==> config.mk <==
export PLATFORM = sky130hd
export DESIGN_NAME = writeback_unit_flat
export DESIGN_NICKNAME = d
export VERILOG_FILES = /design/src/rtl/writeback_unit_pkg.sv /design/src/rtl/writeback_unit_if.sv /design/src/rtl/writeback_unit_load_fifo.sv /design/src/rtl/writeback_unit.sv /design/src/flat_wrapper.sv
export SDC_FILE = /design/constraint.sdc
export NUM_CORES = 1
export LEC_CHECK = 0
export ABC_AREA = 0
export BUFFER_PORTS_ARGS = -buffer_cell sky130_fd_sc_hd__buf_2
export CAP_MARGIN = 20
export CORE_UTILIZATION = 45
export DETAILED_ROUTE_END_ITERATION = 8
export PLACE_DENSITY_LB_ADDON = 0.2
export RECOVER_POWER = 50
export SLEW_MARGIN = 5
export SYNTH_ARGS = -nofsm -noshare
export SYNTH_HDL_FRONTEND = slang
export SYNTH_HIERARCHICAL = 1
export SYNTH_SLANG_ARGS = --single-unit
==> constraint.sdc <==
create_clock -name clk -period 4.1 [get_ports clk]
set_input_delay 0.205 -clock clk [delete_from_list [all_inputs] [get_ports clk]]
set_output_delay 0.205 -clock clk [all_outputs]
set_load 0.1 [all_outputs]
==> src/rtl/writeback_unit_pkg.sv <==
// Shared types and sizes for the integer writeback path of the RV32I core.
package writeback_unit_pkg;

  localparam int XLEN       = 32;
  localparam int REG_ADDR_W = 5;
  localparam int NUM_REGS   = 32;

  // One pending register-file write: destination and value.
  typedef struct packed {
    logic [REG_ADDR_W-1:0] rd;
    logic [XLEN-1:0]       data;
  } wb_entry_t;

endpackage

==> src/rtl/writeback_unit_if.sv <==
// Decode, ALU, load and register-file write signals of the writeback unit.
interface writeback_unit_if #(
  parameter int XLEN = writeback_unit_pkg::XLEN
);
  import writeback_unit_pkg::*;

  // Decode side: issue scoreboarding and source hazards
  logic                  issue_valid;
  logic [REG_ADDR_W-1:0] issue_rd;
  logic                  issue_ready;
  logic [REG_ADDR_W-1:0] rs_1;
  logic [REG_ADDR_W-1:0] rs_2;
  logic                  hazard_1;
  logic                  hazard_2;

  // Single-cycle ALU result channel
  logic                  alu_valid;
  logic                  alu_ready;
  logic [REG_ADDR_W-1:0] alu_rd;
  logic [XLEN-1:0]       alu_data;

  // Multi-cycle load result channel
  logic                  ld_valid;
  logic                  ld_ready;
  logic [REG_ADDR_W-1:0] ld_rd;
  logic [XLEN-1:0]       ld_data;

  // Register file write port
  logic [REG_ADDR_W-1:0] register_write;
  logic [XLEN-1:0]       write_data;
  logic                  register_write_enable;

  // Producer side (decode, ALU, load unit, register file)
  modport master (
    output issue_valid, issue_rd, rs_1, rs_2,
    output alu_valid, alu_rd, alu_data,
    output ld_valid, ld_rd, ld_data,
    input  issue_ready, hazard_1, hazard_2, alu_ready, ld_ready,
    input  register_write, write_data, register_write_enable
  );

  // Writeback unit side
  modport slave (
    input  issue_valid, issue_rd, rs_1, rs_2,
    input  alu_valid, alu_rd, alu_data,
    input  ld_valid, ld_rd, ld_data,
    output issue_ready, hazard_1, hazard_2, alu_ready, ld_ready,
    output register_write, write_data, register_write_enable
  );

endinterface

==> src/rtl/writeback_unit_load_fifo.sv <==
// Small synchronous FIFO buffering load results until the write port is free.
module writeback_unit_load_fifo
  import writeback_unit_pkg::*;
#(
  parameter int DEPTH = 2
) (
  input  logic      clk,
  input  logic      rst_n,
  input  logic      push,
  input  wb_entry_t din,
  input  logic      pop,
  output wb_entry_t dout,
  output logic      full,
  output logic      empty
);

  localparam int AW = $clog2(DEPTH);

  wb_entry_t   mem [DEPTH];
  logic [AW:0] wr_ptr;
  logic [AW:0] rd_ptr;
  logic        do_push;
  logic        do_pop;

  // The extra pointer MSB tells a full wrap apart from an empty FIFO.
  assign empty   = (wr_ptr == rd_ptr);
  assign full    = (wr_ptr[AW] != rd_ptr[AW]) && (wr_ptr[AW-1:0] == rd_ptr[AW-1:0]);
  assign do_push = push && !full;
  assign do_pop  = pop && !empty;
  assign dout    = mem[rd_ptr[AW-1:0]];

  // Pointer update; reset discards all queued entries.
  always_ff @(posedge clk or negedge rst_n) begin
    if (!rst_n) begin
      wr_ptr <= '0;
      rd_ptr <= '0;
    end else begin
      if (do_push) wr_ptr <= wr_ptr + (AW+1)'(1);
      if (do_pop)  rd_ptr <= rd_ptr + (AW+1)'(1);
    end
  end

  // Entry storage; contents are qualified by the pointers so need no reset.
  always_ff @(posedge clk) begin
    if (do_push) mem[wr_ptr[AW-1:0]] <= din;
  end

endmodule

==> src/rtl/writeback_unit.sv <==
// Integer register-file writeback: ALU/load arbitration, output register and
// the pending-destination scoreboard used by decode for RAW/WAW detection.
module writeback_unit
  import writeback_unit_pkg::*;
#(
  parameter int XLEN            = writeback_unit_pkg::XLEN,
  parameter int LOAD_FIFO_DEPTH = 2
) (
  input  logic           clk,
  input  logic           rst_n,
  writeback_unit_if.slave bus
);

  logic [NUM_REGS-1:0]   pending;
  logic [NUM_REGS-1:0]   set_mask;
  logic [NUM_REGS-1:0]   clr_mask;
  logic                  issue_ok;

  wb_entry_t             alu_entry;
  wb_entry_t             ld_entry;
  wb_entry_t             head;
  logic                  fifo_full;
  logic                  fifo_empty;
  logic                  fifo_push;
  logic                  fifo_pop;
  logic                  alu_take;

  wb_entry_t             sel_p0;
  logic                  vld_p0;

  logic [REG_ADDR_W-1:0] wr_rd_p1;
  logic [XLEN-1:0]       wr_data_p1;
  logic                  vld_p1;

  // ---- p0: select one result for the write port ----
  assign fifo_push     = bus.ld_valid && !fifo_full;
  assign bus.ld_ready  = !fifo_full;
  assign bus.alu_ready = !fifo_full;

  writeback_unit_load_fifo #(.DEPTH(LOAD_FIFO_DEPTH)) u_load_fifo (
    .clk   (clk),
    .rst_n (rst_n),
    .push  (fifo_push),
    .din   (ld_entry),
    .pop   (fifo_pop),
    .dout  (head),
    .full  (fifo_full),
    .empty (fifo_empty)
  );

  // ALU wins unless the load FIFO is full, which forces a drain so loads never starve.
  always_comb begin
    alu_entry.rd   = bus.alu_rd;
    alu_entry.data = bus.alu_data;
    ld_entry.rd    = bus.ld_rd;
    ld_entry.data  = bus.ld_data;
    alu_take       = bus.alu_valid && !fifo_full;
    fifo_pop       = !fifo_empty && (fifo_full || !bus.alu_valid);
    vld_p0         = alu_take || fifo_pop;
    sel_p0         = alu_take ? alu_entry : head;
  end

  // ---- p1: registered register-file write port ----
  // Writes to x0 are consumed but never strobe the register file.
  always_ff @(posedge clk or negedge rst_n) begin
    if (!rst_n) begin
      vld_p1     <= 1'b0;
      wr_rd_p1   <= '0;
      wr_data_p1 <= '0;
    end else begin
      vld_p1 <= vld_p0 && (sel_p0.rd != '0);
      if (vld_p0) begin
        wr_rd_p1   <= sel_p0.rd;
        wr_data_p1 <= sel_p0.data;
      end
    end
  end

  assign bus.register_write        = wr_rd_p1;
  assign bus.write_data            = wr_data_p1;
  assign bus.register_write_enable = vld_p1;

  // Scoreboard: issue sets, the write leaving p1 clears; set is applied last so it wins.
  assign issue_ok        = !pending[bus.issue_rd] || (bus.issue_rd == '0);
  assign bus.issue_ready = issue_ok;

  // Per-register set/clear requests for this edge.
  always_comb begin
    set_mask = '0;
    clr_mask = '0;
    if (bus.issue_valid && issue_ok && (bus.issue_rd != '0)) set_mask[bus.issue_rd] = 1'b1;
    if (vld_p1) clr_mask[wr_rd_p1] = 1'b1;
  end

  // Pending bits; x0 is never pending.
  always_ff @(posedge clk or negedge rst_n) begin
    if (!rst_n) begin
      pending <= '0;
    end else begin
      pending <= {((pending[NUM_REGS-1:1] & ~clr_mask[NUM_REGS-1:1]) | set_mask[NUM_REGS-1:1]), 1'b0};
    end
  end

  // A source is hazardous while its write is outstanding, including the write cycle itself.
  assign bus.hazard_1 = (pending[bus.rs_1] || (vld_p1 && (wr_rd_p1 == bus.rs_1))) && (bus.rs_1 != '0);
  assign bus.hazard_2 = (pending[bus.rs_2] || (vld_p1 && (wr_rd_p1 == bus.rs_2))) && (bus.rs_2 != '0);

endmodule

==> src/flat_wrapper.sv <==
// flat-port wrapper written by rule: the top's interface ports become plain ports
module writeback_unit_flat import writeback_unit_pkg::*;
#(
  parameter int XLEN            = writeback_unit_pkg::XLEN,
  parameter int LOAD_FIFO_DEPTH = 2
)
  (clk, rst_n, bus_issue_valid, bus_issue_rd, bus_rs_1, bus_rs_2, bus_alu_valid, bus_alu_rd, bus_alu_data, bus_ld_valid, bus_ld_rd, bus_ld_data, bus_issue_ready, bus_hazard_1, bus_hazard_2, bus_alu_ready, bus_ld_ready, bus_register_write, bus_write_data, bus_register_write_enable);
  writeback_unit_if #(.XLEN(XLEN)) bus_i ();
  input  logic clk;
  input  logic rst_n;
  input wire logic [$bits(bus_i.issue_valid)-1:0] bus_issue_valid;
  input wire logic [$bits(bus_i.issue_rd)-1:0] bus_issue_rd;
  input wire logic [$bits(bus_i.rs_1)-1:0] bus_rs_1;
  input wire logic [$bits(bus_i.rs_2)-1:0] bus_rs_2;
  input wire logic [$bits(bus_i.alu_valid)-1:0] bus_alu_valid;
  input wire logic [$bits(bus_i.alu_rd)-1:0] bus_alu_rd;
  input wire logic [$bits(bus_i.alu_data)-1:0] bus_alu_data;
  input wire logic [$bits(bus_i.ld_valid)-1:0] bus_ld_valid;
  input wire logic [$bits(bus_i.ld_rd)-1:0] bus_ld_rd;
  input wire logic [$bits(bus_i.ld_data)-1:0] bus_ld_data;
  output wire logic [$bits(bus_i.issue_ready)-1:0] bus_issue_ready;
  output wire logic [$bits(bus_i.hazard_1)-1:0] bus_hazard_1;
  output wire logic [$bits(bus_i.hazard_2)-1:0] bus_hazard_2;
  output wire logic [$bits(bus_i.alu_ready)-1:0] bus_alu_ready;
  output wire logic [$bits(bus_i.ld_ready)-1:0] bus_ld_ready;
  output wire logic [$bits(bus_i.register_write)-1:0] bus_register_write;
  output wire logic [$bits(bus_i.write_data)-1:0] bus_write_data;
  output wire logic [$bits(bus_i.register_write_enable)-1:0] bus_register_write_enable;
  assign bus_i.issue_valid = bus_issue_valid;
  assign bus_i.issue_rd = bus_issue_rd;
  assign bus_i.rs_1 = bus_rs_1;
  assign bus_i.rs_2 = bus_rs_2;
  assign bus_i.alu_valid = bus_alu_valid;
  assign bus_i.alu_rd = bus_alu_rd;
  assign bus_i.alu_data = bus_alu_data;
  assign bus_i.ld_valid = bus_ld_valid;
  assign bus_i.ld_rd = bus_ld_rd;
  assign bus_i.ld_data = bus_ld_data;
  assign bus_issue_ready = bus_i.issue_ready;
  assign bus_hazard_1 = bus_i.hazard_1;
  assign bus_hazard_2 = bus_i.hazard_2;
  assign bus_alu_ready = bus_i.alu_ready;
  assign bus_ld_ready = bus_i.ld_ready;
  assign bus_register_write = bus_i.register_write;
  assign bus_write_data = bus_i.write_data;
  assign bus_register_write_enable = bus_i.register_write_enable;
  writeback_unit #(.XLEN(XLEN), .LOAD_FIFO_DEPTH(LOAD_FIFO_DEPTH)) u_core (.clk(clk), .rst_n(rst_n), .bus(bus_i));
endmodule
==> flow_summary.ini, run 1 <==
[setup_path]
ff2ff_setup_slack_ns = 1.39
r2r_cells = 6
slowest_stage = dfrtp_1
cp.arrival_ns = 2.80
r2r-start = u_core/u_load_fifo/wr_ptr[0]
worstSetupEndpointType = flop
max_stage_delay_ns = 0.51
critical_path_required_ns = 4.19
regToRegEndpoint = u_core/u_load_fifo/mem[1][5]
path_cells = xor2_1 > nor2_1 > nor2b_1 > nand2_1 > a21oi_4 > buf_4
setup.worst_path.class = flop to flop
worst-path-max-fanout = 20
start_kind = flop

[min_path]
hp-class = primary input to flop
holdPathEnd = u_core/bus.write_data[5]
hold_start = bus_alu_data[5]
holdPathStages = 3

[finish]
n_fill_cell = 1232
nets = 818
multi_input_area_sq_mm = 0.00277
n_antenna_cell = 0
area_growth_pct = 29.0
regArea_sq_mm = 0.00405
layout-drive-gt1-share_pct = 24.3

[routing]
ant_nets = 0
drc = 0
wl_per_cell_um = 17.7
vias_per_cell = 5.51
firstDrtPassIters = 5
drt_iter0_drc = 373
wirelength_um = 16400
vias = 5094

[sta]
rsz0062_at_grt = no
fin_skew_ns = 0.00767
worst_pin_slew_ns = 1.90
max_slew_margin_pct = -26.5
finalCriticalPeriod_ns = 2.71
setup_viol = 0
fin_setup_tns_ns = 0
hold_viol_final = 0
drv_slew = 74
max_freq_ghz = 0.369
final.period_utilization_pct = 66.0

[run_status]
status = complete, but fails checks
violations = capacitance limit, slew limit

[synthesis]
synth_edf_count = 74
ys_seq_elements = 147
syn_area_per_cell_sq_um = 13.2
synth.area.top_cells = edfxtp_1, dfrtp_1, o21ai_0
async_flop_share_pct = 49.7
yosysTopAreaCell = edfxtp_1
synthFlopType = edfxtp_1
synth_nets = 623
synth_common_cells = o21ai_0, edfxtp_1, dfrtp_1, mux2i_1, nand2_1
synth.distinct_cells = 50
netlist_instances = 529
synth_seq_area_share_pct = 57.9
ys_warn_count = 6
synth_top_area_share_pct = 31.8
synthMostInstantiatedCell = o21ai_0
netlist_area_sq_mm = 0.00700

[die]
fp.dieH_um = 127
boundaryPins = 137
die_area_sq_mm = 0.0161
core_sq_mm = 0.0152
fp-row-count = 45
initial_core_util_pct = 46.0
die_w_um = 127

[placed_design]
gp_congestion = 0.838
dp_hpwl_um = 10600
portBuffers = 136

[clock_network]
path_clk_slew_ns = 0.06
clock_sinks = 147
cts_buffers = 17
cts_resized = 0
insertion_delay_ns = 0.42
clockBufferDepth = 2
cts-htree-levels = 4
cts-root-buf = clkbuf_16
tritoncts = built

[global_routing]
grt_pass1_wl_um = 26400
grt_pass1_vias = 5257
grt_max_degree = 74
overflow = 0
antenna_found_initial = 0
grt_usage_pct = 21.8

[flow_run]
maxCapViolCount = 1
[worst max-delay path by stage]
stage	from	end	cells after the start	slack, ns
global route	u_core/u_load_fifo/wr_ptr[0]	u_core/u_load_fifo/mem[1][5]	6	1.18
CTS	u_core/u_load_fifo/wr_ptr[0]	u_core/u_load_fifo/mem[1][5]	6	1.33
floorplan	u_core/u_load_fifo/rd_ptr[0]	u_core/u_load_fifo/mem[1][0]	7	0.60
finish	u_core/u_load_fifo/wr_ptr[0]	u_core/u_load_fifo/mem[1][5]	6	1.39
global placement	u_core/u_load_fifo/wr_ptr[0]	u_core/u_load_fifo/mem[1][28]	6	1.47
detailed placement	u_core/u_load_fifo/wr_ptr[0]	u_core/u_load_fifo/mem[1][29]	6	1.36
[state kept, by name, indices dropped and copies added, names as in the netlist]
name,cells
u_core/bus.register_write,5
u_core/bus.register_write_enable,1
u_core/bus.write_data,32
u_core/pending,31
u_core/u_load_fifo/mem,74
u_core/u_load_fifo/rd_ptr,2
u_core/u_load_fifo/wr_ptr,2
[cells by family after synthesis]
family	Yosys count	share of synthesized area, %
AOI/OAI and AO/OA	120	9.12
xor gates and xnor gates	13	1.73
buffers and inverters	36	3.00
DFF	147	57.9
muxes	110	20.5
and+or+nand+nor	103	7.78
[final cells by class]
type	count	share of cell area [%]
clock buffers	24	5.67
clock inverters	8	1.08
inverters	1	0.0416
multi-input cells	346	30.7
flip-flops and latches	147	44.9
well taps	188	2.61
repair buffers	211	15.0
[worst max-delay path, delay by kind of cell (launching register included)]
kind                      cells  cell delay, ns
and+or+nand+nor               3            0.62
DFF                           1            0.51
AOI/OAI and AO/OA             1            0.51
buffers and inverters         1            0.40
xor gates and xnor gates      1            0.33
[per-stage QoR]
| stage | hold WS [ns] | cell area [sq um] | util [%] | worst slack [ns] | std cells |
|---|---|---|---|---|---|
| after floorplan | -0.0906 | 7000 | - | 0.600 | 529 |
| after global placement | 0.394 | 7780 | 51.2 | 1.47 | 823 |
| after detailed placement | 0.397 | 7780 | 51.2 | 1.36 | 823 |
| after CTS | 0.00118 | 9090 | 59.8 | 1.33 | 925 |
| after global routing | 0.00499 | 9020 | 59.4 | 1.18 | 925 |
| final | 0.0148 | 9020 | 59.4 | 1.39 | 925 |
[cells in the final DEF, fill, tap and decap left out, types with 6 or more instances in the layout]
master         count
o21ai_0           96
buf_2             83
edfxtp_1          74
dfrtp_1           72
dlygate4sd3_1     70
clkbuf_1          52
mux2i_1           47
nand2_1           44
mux2_2            27
clkbuf_16         17
mux4_2            16
mux2_1            15
nor2_1            10
nand3b_1          10
xor2_1             9
clkbuf_8           6
nand3_1            6
[per-layer routing]
layer,global-route usage (%),routed length (um)
met3,4.43,899
met1,26.4,6640
met5,0,0
met4,9.87,354
met2,37.7,8490
[what timing repair did]
action                                 in CTS  in global routing
hold buffers                               70                  0
buffers inserted                            0                  0
endpoints found under the hold margin     179                  0
Power of run 1 is left out: the tool's default activity adds up to more than one toggle a clock period on the data nets, which glitch-free logic cannot reach.
==> run 2: changes to the inputs <==
- clock period: 4.1 -> 2.66 ns (I/O delays scaled with it)
==> flow_summary.ini, run 2 (synthesis gave the netlist of run 1 again) <==
[placed_design]
dp_hpwl_um = 11100
gp_congestion = 0.876
portBuffers = 136

[global_routing]
grt_usage_pct = 22.1
overflow = 0
gr-usage-met2_pct = 37.3
grt_use_met3_pct = 4.13
grt_util_met1_pct = 28.6
grt_pass1_wl_um = 27100
busiest_layer = met2
grt_pass1_vias = 5256
antenna_found_initial = 1
grt_max_degree = 74

[finish]
n_fill_cell = 1219
area_growth_pct = 30.7
largest_register_ffs = 74
mostFrequentLayoutCells = o21ai_0, buf_2, dlygate4sd3_1, edfxtp_1, dfrtp_1
layout-drive-gt1-share_pct = 25.1
n_antenna_cell = 0
layout_commonest_cell = o21ai_0
nets = 830

[clock_network]
path_clk_slew_ns = 0.06
postCtsSetupRepairBufs = 0
clock_sinks = 147
insertion_delay_ns = 0.42
cts-htree-levels = 4
cts-root-buf = clkbuf_16
clockBufferDepth = 2
tritoncts = built
cts_buffers = 17

[sta]
max_freq_ghz = 0.411
setup_viol = 0
worst_pin_slew_ns = 1.91
drv_slew = 74
final.period_utilization_pct = 91.4
rsz0062_at_grt = no
fin_skew_ns = 0.00952
max_slew_margin_pct = -27.5
finalCriticalPeriod_ns = 2.43
fin_setup_tns_ns = 0
hold_viol_final = 0

[die]
fp-row-count = 45
fp.dieH_um = 127
die_w_um = 127
boundaryPins = 137
initial_core_util_pct = 46.0
core_sq_mm = 0.0152
die_area_sq_mm = 0.0161

[min_path]
holdPathStages = 3
hold_start = bus_issue_rd[4]
hp-class = primary input to flop
holdPathEnd = u_core/pending[1]

[routing]
ant_nets = 0
drc = 0
drt_iter0_drc = 322
vias = 5118
firstDrtPassIters = 4
vias_per_cell = 5.46
wl_per_cell_um = 17.8
wirelength_um = 16700

[setup_path]
r2r_cells = 6
cp.arrival_ns = 2.30
start_kind = flop
max_stage_delay_ns = 0.47
slowest_stage = mux4_2
r2r-start = u_core/u_load_fifo/wr_ptr[0]
critical_path_required_ns = 2.53
worstSetupEndpointType = output pin
ff2ff_setup_slack_ns = 0.30
regToRegEndpoint = u_core/u_load_fifo/mem[1][24]
worst-path-max-fanout = 4
path_cells = mux4_2 > mux2i_1 > nor3b_1 > a31oi_1 > a21oi_4 > buf_2
setup.worst_path.class = flop to output pin

[flow_run]
maxCapViolCount = 1

[run_status]
status = complete, but fails checks
violations = capacitance limit, slew limit
==> run 2: cell count changes in the layout (fill, tap and decap cells not counted), sizes merged <==
| cell | change |
|---|---|
| inv | +2 |
| buf | +8 |
| clkbuf | -5 |
| clkinv | +1 |
| clkinvlp | +1 |
| dlygate4sd3 | +5 |
==> run 2: what timing repair did <==
action                                 4_1_cts  5_1_grt
hold buffers                                75        0
endpoints found under the hold margin      185        0
setup endpoints to repair                    0        0
resized for setup                            0        0
==> run 2: cell type report <==
class / instances / area, sq um / area share, %
repair buffers: 223 / 1480 / 16.2
multi-input cells: 346 / 2790 / 30.5
inverters: 1 / 3.75 / 0.0410
clock inverters: 12 / 131 / 1.44
well taps: 188 / 235 / 2.57
clock buffers: 20 / 457 / 4.99
flip-flops and latches: 147 / 4050 / 44.3
==> run 2: worst max-delay path by stage <==
stage | from | endpoint | slack, ns | cells past startpoint
after floorplan | u_core/pending[25] | bus_issue_ready | 0.04 | 5
after global placement | u_core/u_load_fifo/wr_ptr[0] | u_core/u_load_fifo/mem[1][7] | 0.40 | 6
after detailed placement | u_core/u_load_fifo/wr_ptr[0] | u_core/u_load_fifo/mem[1][2] | 0.30 | 6
after CTS | u_core/pending[25] | bus_issue_ready | 0.22 | 6
after global routing | u_core/pending[24] | bus_issue_ready | 0.10 | 6
final | u_core/pending[12] | bus_hazard_1 | 0.23 | 6
==> run 2: worst max-delay path: cells and delay by family, from the launching register on <==
kind | cells | cell delay [ns]
multiplexers | 2 | 0.71
buffers and inverters | 1 | 0.31
flip-flops | 1 | 0.42
AO/OA/AOI/OAI | 2 | 0.37
AND/OR/NAND/NOR | 1 | 0.08
==> run 2: per-stage QoR <==
stage | worst slack [ns] | area, sq um | std cells | hold slack (ns) | utilization, %
2_1_floorplan | 0.0362 | 7030 | 529 | -0.163 | -
3_3_place_gp | 0.403 | 7880 | 830 | 0.322 | 51.8
3_5_place_dp | 0.302 | 7880 | 830 | 0.324 | 51.8
4_1_cts | 0.217 | 9210 | 937 | 0.114 | 60.6
5_1_grt | 0.102 | 9150 | 937 | 0.154 | 60.2
6_report | 0.228 | 9150 | 937 | 0.130 | 60.2
==> run 2: metal layers <==
layer  wire length, um  vias up
met3               921       23
met4               237        2
met2              8380      178
met1              7150     2503
li1                  -     2412
met5                13        -
Power of run 2 is left out for the same reason.
==> run 3: changes to the inputs <==
- PLACE_DENSITY: default -> 0.67
- PLACE_DENSITY_LB_ADDON: 0.2 -> default
==> flow_summary.ini, run 3 (synthesis gave the netlist of run 1 again) <==
[run_status]
status = complete, but fails checks
violations = capacitance limit, slew limit

[clock_network]
cts_buffers = 17
clock_sinks = 147
cts_resized = 0
clockBufferDepth = 2
cts-htree-levels = 4
tritoncts = built
path_clk_slew_ns = 0.06
insertion_delay_ns = 0.42
cts-root-buf = clkbuf_16

[die]
fp-row-count = 45
core_sq_mm = 0.0152
die_area_sq_mm = 0.0161
die_w_um = 127
boundaryPins = 137
initial_core_util_pct = 46.0
fp.dieH_um = 127

[routing]
drt_iter0_drc = 414
firstDrtPassIters = 4
wl_per_cell_um = 18.9
vias = 5283
ant_nets = 0
wirelength_um = 17700
drc = 0
vias_per_cell = 5.66

[sta]
final.period_utilization_pct = 91.2
max_freq_ghz = 0.412
hold_viol_final = 0
fin_setup_tns_ns = 0
setup_viol = 0
finalCriticalPeriod_ns = 2.43
fin_skew_ns = 0.0105
max_slew_margin_pct = -27.7
rsz0062_at_grt = no
worst_pin_slew_ns = 1.92
drv_slew = 74

[finish]
area_growth_pct = 30.9
stdcell_count = 933
final_area_sq_mm = 0.00916
nets = 826
mostFrequentLayoutCells = o21ai_0, buf_2, dlygate4sd3_1, edfxtp_1, dfrtp_1
layout-drive-gt1-share_pct = 25.9
fin_util_pct = 60.3
largest_register_ffs = 74
n_fill_cell = 1221
n_antenna_cell = 0
layout_commonest_cell = o21ai_0

[global_routing]
grt_pass1_vias = 5477
grt_use_met3_pct = 5.61
grt_util_met1_pct = 29.1
grt_pass1_wl_um = 28200
antenna_found_initial = 1
grt_max_degree = 74
grt_usage_pct = 23.1
busiest_layer = met2
gr-usage-met2_pct = 38.4
overflow = 0

[setup_path]
ff2ff_setup_slack_ns = 0.27
critPathCapture = bus_issue_ready
worstSetupEndpointType = output pin
r2r_cells = 6
start_kind = flop
setup.worst_path.class = flop to output pin
critical_path_required_ns = 2.53
cp.arrival_ns = 2.29
regToRegEndpoint = u_core/u_load_fifo/mem[1][32]
crit_start = u_core/pending[25]
worst-path-max-fanout = 4
r2r-start = u_core/u_load_fifo/wr_ptr[0]

[placed_design]
place_inst = 827
portBuffers = 136
placed_area_sq_mm = 0.00787
dp_hpwl_um = 11100
gp_congestion = 0.875

[min_path]
hp-class = primary input to flop

[flow_run]
maxCapViolCount = 1
run 3: changes by cell type in the layout (fill, tap and decap cells not counted):
cell	change
buf_12	+1
buf_2	+6
buf_4	-4
bufinv_16	+1
clkbuf_1	-7
clkbuf_2	+2
clkinv_1	-1
clkinv_4	-2
dlygate4sd3_1	-1
inv_8	+1
run 3: layout make-up:
class,count,area (sq um),share of cell area [%]
clock buffers,21,460,5.03
clock inverters,11,151,1.65
multi-input cells,346,2790,30.4
well taps,188,235,2.57
inverters,1,3.75,0.0410
flip-flops and latches,147,4050,44.2
repair buffers,219,1470,16.1
run 3: through the flow:
stage / hold slack [ns] / setup slack (ns)
6_report: 0.0288 / 0.234
5_1_grt: 0.0377 / 0.107
4_1_cts: 0.00731 / 0.219
3_5_place_dp: 0.325 / 0.253
3_3_place_gp: 0.323 / 0.351
2_1_floorplan: -0.163 / 0.0362
run 3: worst min path at each step:
stage,start,end,depth (start not counted)
floorplan,rst_n,u_core/bus.register_write[0],0
global placement,bus_ld_data[10],u_core/u_load_fifo/mem[0][10],1
detailed placement,bus_ld_data[7],u_core/u_load_fifo/mem[0][7],1
CTS,bus_alu_rd[4],u_core/bus.register_write[4],3
global route,bus_alu_rd[4],u_core/bus.register_write[4],3
finish,bus_alu_rd[4],u_core/bus.register_write[4],3
run 3: timing repair:
action	in CTS	in global routing
buffers inserted	0	0
endpoints found under the setup margin	0	0
hold buffers	74	0
endpoints found under the hold margin	183	0
run 3: layer usage:
metal  vias to the layer above  routed length, um
met1                      2644               7480
met5                         -                  0
met4                         0                431
met2                       202               8820
met3                        39                945
li1                       2398                  -
run 3: worst max-delay path, stage by stage (launching register included):
cell     delay, ns
dfrtp_1       0.40
mux4_1        0.53
and3_1        0.20
a21oi_1       0.11
o22ai_1       0.08
nor2_1        0.11
buf_2         0.44
Power of run 3 is left out for the same reason.
